==> config.mk <==
export PLATFORM = sky130hd
export DESIGN_NAME = bcd_conv_sched
export DESIGN_NICKNAME = d
export VERILOG_FILES = /design/src/rtl/bcd_conv_sched.sv
export SDC_FILE = /design/constraint.sdc
export NUM_CORES = 1
export LEC_CHECK = 0
export BUFFER_PORTS_ARGS = -buffer_cell sky130_fd_sc_hd__buf_2
export CORE_UTILIZATION = 40
export DETAILED_ROUTE_END_ITERATION = 6
export PLACE_DENSITY = 0.7
export SLEW_MARGIN = 20
export SYNTH_ARGS = -nofsm -noshare
export SYNTH_HDL_FRONTEND = slang
export SYNTH_SLANG_ARGS = --single-unit
==> constraint.sdc <==
create_clock -name clk -period 7 [get_ports clk]
set_input_delay 1.05 -clock clk [delete_from_list [all_inputs] [get_ports clk]]
set_output_delay 1.05 -clock clk [all_outputs]
set_load 0.02 [all_outputs]
==> src/rtl/bcd_conv_sched.sv <==
// bcd_conv_sched: round-robin scheduler that shares one start/done
// binary-to-BCD converter among N_REQ requesters and broadcasts each result
// tagged with the requester id.
//
// Ports:
//   clk, rst      clock (rising edge), asynchronous active-high reset
//   i_req         per-requester request level, held until its result
//   i_num_in      packed operands, requester k at [k*NUM_W +: NUM_W]
//   o_cnv_start   one-cycle start pulse to the converter
//   o_cnv_num     operand presented to the converter
//   i_cnv_done    converter result-valid pulse
//   i_cnv_bcd     converter result, digit k at [4k+3:4k]
//   o_res_valid   one-cycle result strobe
//   o_res_id      requester owning the result
//   o_res_bcd     BCD result (0 on error)
//   o_res_err     result invalid: out of range or converter timeout
//   o_busy        high whenever the scheduler is not idle
module bcd_conv_sched #(
    parameter int unsigned N_REQ   = 4,
    parameter int unsigned NUM_W   = 27,
    parameter int unsigned MAX_VAL = 99999999,
    parameter int unsigned TIMEOUT = 64
) (
    input  logic                       clk,
    input  logic                       rst,
    input  logic [N_REQ-1:0]           i_req,
    input  logic [N_REQ*NUM_W-1:0]     i_num_in,
    output logic                       o_cnv_start,
    output logic [NUM_W-1:0]           o_cnv_num,
    input  logic                       i_cnv_done,
    input  logic [31:0]                i_cnv_bcd,
    output logic                       o_res_valid,
    output logic [$clog2(N_REQ)-1:0]   o_res_id,
    output logic [31:0]                o_res_bcd,
    output logic                       o_res_err,
    output logic                       o_busy
);

    localparam int unsigned ID_W  = $clog2(N_REQ);
    localparam int unsigned CNT_W = $clog2(TIMEOUT);
    localparam logic [NUM_W-1:0] MAX_NUM  = NUM_W'(MAX_VAL);
    localparam logic [CNT_W-1:0] CNT_LAST = CNT_W'(TIMEOUT - 1);
    localparam logic [ID_W-1:0]  ID_LAST  = ID_W'(N_REQ - 1);

    typedef enum logic [1:0] {
        S_IDLE    = 2'd0,
        S_ISSUE   = 2'd1,
        S_WAIT    = 2'd2,
        S_DELIVER = 2'd3
    } state_t;

    state_t            r_state;
    logic [ID_W-1:0]   r_rr_ptr;
    logic [ID_W-1:0]   r_cur_id;
    logic [CNT_W-1:0]  r_cnt;
    logic              r_cnv_start;
    logic [NUM_W-1:0]  r_cnv_num;
    logic              r_res_valid;
    logic [ID_W-1:0]   r_res_id;
    logic [31:0]       r_res_bcd;
    logic              r_res_err;
    logic              r_busy;

    logic              w_grant_vld;
    logic [ID_W-1:0]   w_grant_id;
    logic [ID_W-1:0]   w_idx;
    logic [NUM_W-1:0]  w_sel_num;

    // Round-robin pick: first active request at or after r_rr_ptr, wrapping.
    always_comb begin
        w_grant_vld = 1'b0;
        w_grant_id  = '0;
        w_idx       = '0;
        for (int unsigned i = 0; i < N_REQ; i++) begin
            w_idx = ID_W'((32'(r_rr_ptr) + i) % N_REQ);
            if (!w_grant_vld && i_req[w_idx]) begin
                w_grant_vld = 1'b1;
                w_grant_id  = w_idx;
            end
        end
        w_sel_num = i_num_in[32'(w_grant_id) * NUM_W +: NUM_W];
    end

    // Scheduler FSM; r_cnv_num doubles as the latched operand of the current job.
    always_ff @(posedge clk or posedge rst) begin
        if (rst) begin
            r_state     <= S_IDLE;
            r_rr_ptr    <= '0;
            r_cur_id    <= '0;
            r_cnt       <= '0;
            r_cnv_start <= 1'b0;
            r_cnv_num   <= '0;
            r_res_valid <= 1'b0;
            r_res_id    <= '0;
            r_res_bcd   <= '0;
            r_res_err   <= 1'b0;
            r_busy      <= 1'b0;
        end else begin
            case (r_state)
                S_IDLE: begin
                    if (w_grant_vld) begin
                        r_cur_id <= w_grant_id;
                        r_busy   <= 1'b1;
                        if (w_sel_num <= MAX_NUM) begin
                            r_cnv_num <= w_sel_num;
                            r_state   <= S_ISSUE;
                        end else begin
                            // Out of range: report immediately, converter untouched.
                            r_res_valid <= 1'b1;
                            r_res_id    <= w_grant_id;
                            r_res_bcd   <= '0;
                            r_res_err   <= 1'b1;
                            r_state     <= S_DELIVER;
                        end
                    end
                end
                S_ISSUE: begin
                    r_cnv_start <= 1'b1;
                    r_cnt       <= '0;
                    r_state     <= S_WAIT;
                end
                S_WAIT: begin
                    r_cnv_start <= 1'b0;
                    // A done arriving on the last allowed cycle still wins.
                    if (i_cnv_done) begin
                        r_res_valid <= 1'b1;
                        r_res_id    <= r_cur_id;
                        r_res_bcd   <= i_cnv_bcd;
                        r_res_err   <= 1'b0;
                        r_state     <= S_DELIVER;
                    end else if (r_cnt == CNT_LAST) begin
                        r_res_valid <= 1'b1;
                        r_res_id    <= r_cur_id;
                        r_res_bcd   <= '0;
                        r_res_err   <= 1'b1;
                        r_state     <= S_DELIVER;
                    end else begin
                        r_cnt <= r_cnt + CNT_W'(1);
                    end
                end
                S_DELIVER: begin
                    r_res_valid <= 1'b0;
                    r_busy      <= 1'b0;
                    r_rr_ptr    <= (r_cur_id == ID_LAST) ? '0 : r_cur_id + ID_W'(1);
                    r_state     <= S_IDLE;
                end
                default: begin
                    r_state <= S_IDLE;
                end
            endcase
        end
    end

    assign o_cnv_start = r_cnv_start;
    assign o_cnv_num   = r_cnv_num;
    assign o_res_valid = r_res_valid;
    assign o_res_id    = r_res_id;
    assign o_res_bcd   = r_res_bcd;
    assign o_res_err   = r_res_err;
    assign o_busy      = r_busy;

endmodule
==> results of run 1 <==
==> power by group through the flow <==
| stage | registers, mW | logic [mW] | clock network, mW |
|---|---|---|---|
| after global routing | 0.794 | 1.69 | 0.377 |
| after CTS | 0.770 | 1.57 | 0.359 |
| final | 0.769 | 1.55 | 0.348 |
| after floorplan | 0.982 | 1.02 | 0 |
| after global placement | 0.767 | 1.53 | 0 |
| after detailed placement | 0.775 | 1.57 | 0 |
==> cells by family after synthesis <==
| family | after synthesis | share of synthesized area, % |
|---|---|---|
| XOR/XNOR | 4 | 0.7771 |
| buffers and inverters | 39 | 5.743 |
| AO/OA/AOI/OAI | 66 | 10.35 |
| AND/OR/NAND/NOR | 173 | 17.68 |
| multiplexers | 75 | 20.78 |
| flip-flops | 77 | 42.73 |
| adder cells (fa/ha/maj) | 7 | 1.942 |
==> flip-flops by register name, summed over array words and instances, names as in the netlist <==
signal and count:
o_busy 1, o_cnv_num 27, o_cnv_start 1, o_res_bcd 32
o_res_err 1, o_res_id 2, o_res_valid 1, r_cnt 6
r_cur_id 2, r_rr_ptr 2, r_state 2
==> routing by layer <==
metal | vias to the layer above | share of wire, %
li1 | 1947 | -
met1 | 1952 | 42
met2 | 105 | 52
met3 | 14 | 4.8
met4 | 0 | 1.2
met5 | - | 0
==> worst max-delay path: cells and delay by family <==
kind            cells  cell delay (ns)
mux                 3             0.85
compound gates      3             1.45
buf+inv             1             0.11
simple gates        4             1.81
==> layout make-up <==
type | instances | area, um^2
sequential | 77 | 1927
clock inverter | 7 | 82.58
clock buffer | 9 | 123.9
fill | 1030 | 5131
tap | 140 | 175.2
timing repair buffer | 215 | 1086
multi-input combinational | 325 | 2327
inverter | 9 | 35.03
==> placed cells by master, fill, tap and decap left out, drive strengths merged, types with 2 or more instances in the layout <==
cell type and instances:
a21oi 17, a31oi 10, a32oi 13, and3 35, buf 215, clkbuf 9
clkinv 2, clkinvlp 2, dfrtp 77, ha 7, inv 11, mux2 62
mux2i 13, nand2 99, nand2b 5, nand3 5, nor2 17, nor2b 4
o21ai 11, o22a 2, o31ai 3, o32a 2, xor2 3
==> metrics by stage <==
stage | hold slack [ns] | std cells | total power [mW]
3_3_place_gp | 0.4666 | 766 | 2.293
3_5_place_dp | 0.4737 | 766 | 2.342
4_1_cts | 0.4932 | 782 | 2.696
5_1_grt | 0.5162 | 782 | 2.864
6_report | 0.4927 | 782 | 2.670
2_1_floorplan | 0.4745 | 441 | 2.005
==> worst max-delay path by stage <==
stage,startpoint,endpoint,slack (ns),cells after the start
2_1_floorplan,i_req[3],o_res_bcd[10],3.21,13
3_3_place_gp,i_req[3],o_res_bcd[29],1.80,11
3_5_place_dp,i_req[3],o_res_bcd[28],1.56,11
4_1_cts,i_req[3],o_res_bcd[28],1.93,11
5_1_grt,i_req[3],o_res_bcd[27],1.74,11
6_report,i_req[3],o_res_bcd[28],1.93,11
==> flow_summary.toml, run 1 <==
[drt]
drc_errors = 0
drt-initial-drc-count = 210
vias_per_cell = 5.138
first_pass_iters = 4
drtAntennaViolNets = 0
via_count = 4018
routed_wl_um = 11830
wl_per_cell_um = 15.13

[die]
coreArea_um2 = 10890
dieArea_um2 = 11700
fp-row-count = 38
initial_core_util_pct = 41.42
die_x_um = 108.2
ioPinCount = 212
die_y_um = 108.2

[synth]
synth_edf_count = 0
ys.flop_type = "dfrtp_1"
yosysWarnings = 0
synth_cell_type_count = 48
synth_top_cell_by_area = "dfrtp_1"
synth_seq_cells = 77
synthArstFlopShare_pct = 100.0
mappedNetlistNets = 595
synth.top_cell.area_share_pct = 42.73
syn_area_um2 = 4509
synthTopCellsByCount = "99 x nand2_1, 77 x dfrtp_1, 35 x and3_1"
yosysMostFrequentCell = "nand2_1"
ys_seq_area_share_pct = 42.73
syn_area_per_cell_um2 = 10.23
synthTopCellsByArea = "dfrtp_1 43%, mux2_4 9.7%, nand2_1 8.2%"
syn_inst = 441

[global_route]
use_met3_pct = 4.943
met2_usage_pct = 35.71
antenna_found_initial = 0
met1_usage_pct = 25.73
grt_pass1_vias = 3958
grt_max_degree = 78
grt_pass1_wl_um = 19090
grt_overflow = 0
grt_use_total_pct = 20.68
top_usage_layer = "met2"

[setup_path]
rr_endpoint = "o_res_bcd[28]"
cp-end-kind = "register"
rr_worst_depth = 10
r2r_setup_slack_ns = 2.45
crit_top_cell = "mux2i_1"
path_cells = "buf_2, or2_1, nand4bb_1, and2_2, mux2i_1, mux2i_1, or4_1, o31ai_2, o22a_2, a21o_2, mux2_2"
cp.required_ns = 7.23
crit_type = "input pin to register"
cp_slowest_stage_delay_ns = 0.84
cp-start-kind = "input pin"
worstPathArrival_ns = 5.30
timing.rr.start = "r_rr_ptr[0]"
slowest_stage = "a21o_2"
critPathMaxFanout = 51

[clock_network]
cts.clk_slew.worst_paths_ns = 0.08
cts_buffers = 9
cts_buffer_depth = 2
clk-insertion-delay-late_ns = 0.35
cts_tree = "yes"
cts.sinks = 77
cts-root-buf = "clkbuf_8"
post-cts-setup-buffers = 0
cts_resized = 0
htreeDepth = 3
holdBufCountCts = 0

[pwr]
p_per_area_nw_per_um2 = 463.8
p_int_mw = 1.483
power.leakage_nw = 3.161
max-vdd-ir-drop_v = 0.0002625
p_sw_share_pct = 44.44
seqPwrFrac_pct = 28.8
power.switching_mw = 1.186
pwr-share-clk_pct = 13.0
combinationalPowerShare_pct = 58.2

[placed_design]
hpwl_um = 8836
dpl_worst_slack_ns = 1.564
place_congestion = 0.8792
place_area_um2 = 5550
port_buffers = 211

[timing]
fin_crit_sh_pct = 72.39
fmax_ghz = 0.1973
clock_skew_ns = 0.01005
final_hold_viol_count = 0
fin_crit_ns = 5.068
max_slew.worst_pin.slew_ns = 1.078
drv_slew = 0
slew_headroom_pct = 28.13
rsz0062_at_grt = "false"
fin_ws_ns = 1.932
tns_ns = 0
setup_viol = 0

[layout]
postLayoutCoreUtil_pct = 52.87
drive_above_1_share_pct = 46.26
n_antenna_cell = 0
fin_area_um2 = 5757
layout.nets = 791
area_delta_synth_final_pct = 27.66

[worst_hold_path]
hold_path_depth = 1
hp-class = "register to register"
min-delay-start = "o_cnv_num[13]"
min_to = "o_cnv_num[13]"

[run]
drv_cap = 0

[run_status]
outcome = "completed"
Power figures use the tool's default switching activity.
==> run 2, diff against run 1 <==
--- a/config.mk
+++ b/config.mk
@@ -5,10 +5,11 @@
 export SDC_FILE = /design/constraint.sdc
 export NUM_CORES = 1
 export LEC_CHECK = 0
+export ABC_AREA = 1
 export BUFFER_PORTS_ARGS = -buffer_cell sky130_fd_sc_hd__buf_2
 export CORE_UTILIZATION = 40
 export DETAILED_ROUTE_END_ITERATION = 6
-export PLACE_DENSITY = 0.7
+export PLACE_DENSITY = 0.71
 export SLEW_MARGIN = 20
 export SYNTH_ARGS = -nofsm -noshare
 export SYNTH_HDL_FRONTEND = slang
==> constraint.sdc (replaced) <==
create_clock -name clk -period 4.1 [get_ports clk]
set_input_delay 0.615 -clock clk [delete_from_list [all_inputs] [get_ports clk]]
set_output_delay 0.615 -clock clk [all_outputs]
set_load 0.02 [all_outputs]
==> run 2 against run 1 <==
Net effect: cell count grew 50%; worst setup slack got worse by 1.5 ns; sequential power up 77%; clock power rose by 130%; via count increased by 41%; count of clock-buffer cells in the layout increased by 1; worst hold slack worse by 0.078 ns; non-clock buffer count up 6; first-iteration DRC count is 85% higher; global-route usage up 1.7 points.
==> flow_summary.toml, run 2 <==
[clock_network]
clk-insertion-delay-late_ns = 0.34
htreeDepth = 3
cts.clk_slew.worst_paths_ns = 0.06
cts_buffers = 9
cts.sinks = 77
cts_tree = "yes"
post-cts-setup-buffers = 0
cts_buffer_depth = 2
cts-root-buf = "clkbuf_16"

[synth]
ys.flop_type = "dfrtp_1"
synthArstFlopShare_pct = 100.0
mappedNetlistNets = 961
synth.top_cell.area_share_pct = 36.57
syn_area_per_cell_um2 = 6.529
synthTopCellsByArea = "dfrtp_1 37%, nand2_1 21%, nand3_1 10%"
syn_inst = 807
yosysWarnings = 0
synth_seq_cells = 77
synth_edf_count = 0
synth_cell_type_count = 28
ys_seq_area_share_pct = 36.57
syn_area_um2 = 5269
synth_top_cell_by_area = "dfrtp_1"
yosysMostFrequentCell = "nand2_1"
synthTopCellsByCount = "297 x nand2_1, 109 x nand3_1, 105 x inv_1"

[layout]
largest_register_ff_count = 32
mostFrequentLayoutCells = "296 x nand2_1, 211 x buf_2, 109 x nand3_1, 104 x inv_1, 77 x dfrtp_1"
drive_above_1_share_pct = 25.55
layout.nets = 1147
mostFrequentLayoutCell = "nand2_1"
n_antenna_cell = 0
area_delta_synth_final_pct = 26.55

[die]
dieArea_um2 = 13640
initial_core_util_pct = 41.41
coreArea_um2 = 12720
ioPinCount = 212
die_y_um = 116.8
fp-row-count = 41
die_x_um = 116.8

[timing]
drv_slew = 0
setup_viol = 0
fin_crit_sh_pct = 89.26
fin_hold_ws_ns = 0.4149
fmax_ghz = 0.2733
tns_ns = 0
slew_headroom_pct = 41.97
rsz0062_at_grt = "false"
max_slew.worst_pin.slew_ns = 0.8705
clock_skew_ns = 0.009004
fin_crit_ns = 3.660
final_hold_viol_count = 0
fin_ws_ns = 0.4405

[global_route]
grt_max_degree = 60
grt_pass1_wl_um = 23970
top_usage_layer = "met2"
met1_usage_pct = 28.71
grt_pass1_vias = 5080
grt_use_total_pct = 22.35
grt_overflow = 0
met2_usage_pct = 37.28
use_met3_pct = 5.458
antenna_found_initial = 0

[drt]
first_pass_iters = 5
drtAntennaViolNets = 0
wl_per_cell_um = 12.70
drt-initial-drc-count = 389
routed_wl_um = 14860
vias_per_cell = 4.829
drc_errors = 0
via_count = 5650

[setup_path]
cp-start-kind = "register"
critPathMaxFanout = 59
crit_type = "register to register"
cp-end-kind = "register"
cp.required_ns = 4.32
worstPathArrival_ns = 3.88

[placed_design]
dpl_worst_slack_ns = 0.3631
place_congestion = 0.9264
hpwl_um = 10990
port_buffers = 211

[pwr]
power.leakage_nw = 4.086
p_per_area_nw_per_um2 = 1022
finalPower_mw = 6.817
max-vdd-ir-drop_v = 0.0005713

[run_status]
outcome = "completed"

[run]
drv_cap = 0

[worst_hold_path]
hp-class = "input pin to async pin"
run 2: final cells by class:
cell class	count	area [um^2]
Timing Repair Buffer	221	1144
Clock buffer	10	229.0
Multi-Input combinational cell	575	2671
Inverter	109	410.4
Tap cell	172	215.2
Sequential cell	77	1927
Clock inverter	6	71.32
Fill cell	1372	6055
run 2: worst max-delay path: stages, from the launching register on:
cell,delay [ns]
dfrtp_1,0.57
inv_2,0.15
nand2_1,0.11
nand3_1,0.11
nand2_2,0.13
nor2_1,0.06
nor2_1,0.19
nand2_4,0.08
nand2_2,0.08
buf_12,0.23
inv_2,0.14
nand2_1,0.08
nand3_1,0.07
nand2_1,0.12
nand2_1,0.06
nor2_1,0.19
nand3_1,0.10
nor2_1,0.10
nand3_1,0.09
nand2_2,0.13
nand3_2,0.43
nand2_1,0.21
nand2_1,0.07
run 2: logic make-up (layout without fill, tap and decap cells):
group	after synthesis	count (layout)	synth area share, %
AO/OA/AOI/OAI	27	27	2.897
buffers and inverters	155	346	12.94
flip-flops	77	77	36.57
XOR/XNOR	1	1	0.1663
AND/OR/NAND/NOR	540	540	45.76
adder cells (fa/ha/maj)	7	7	1.662
run 2: repair_timing:
item,CTS,global route
setup endpoints to repair,0,30
resized for setup,0,1
hold buffers,0,0
run 2: through the flow:
stage / area (um^2) / instances / util [%]
detailed placement: 6360 / 1154 / 49.99
global route: 6668 / 1170 / 52.41
CTS: 6660 / 1170 / 52.35
floorplan: 5269 / 807 / -
global placement: 6360 / 1154 / 49.99
finish: 6668 / 1170 / 52.41
run 2: per-layer routing:
metal / vias up / part of all wire [%]
met2: 203 / 48
met3: 14 / 6.5
met5: - / 0
li1: 2904 / -
met4: 0 / 1.4
met1: 2529 / 44
run 2: final timing paths:
path | from | endpoint | slack, ns | cells past startpoint
worst max-delay path | r_rr_ptr[0] | o_cnv_num[15] | 0.44 | 22
worst min-delay path | rst | o_cnv_num[6] | 0.41 | 2
worst max register to register | r_rr_ptr[0] | o_cnv_num[15] | 0.44 | 22
worst min register to register | o_res_id[0] | o_res_id[0] | 0.46 | 2
max in group asynchronous | rst | r_state[0] | 2.77 | 3
min in group clk | o_res_id[0] | o_res_id[0] | 0.46 | 2
run 2: power breakdown:
part           internal (mW)  switching, mW
logic                   1.40           3.26
clock network          0.478          0.322
registers               1.13          0.227
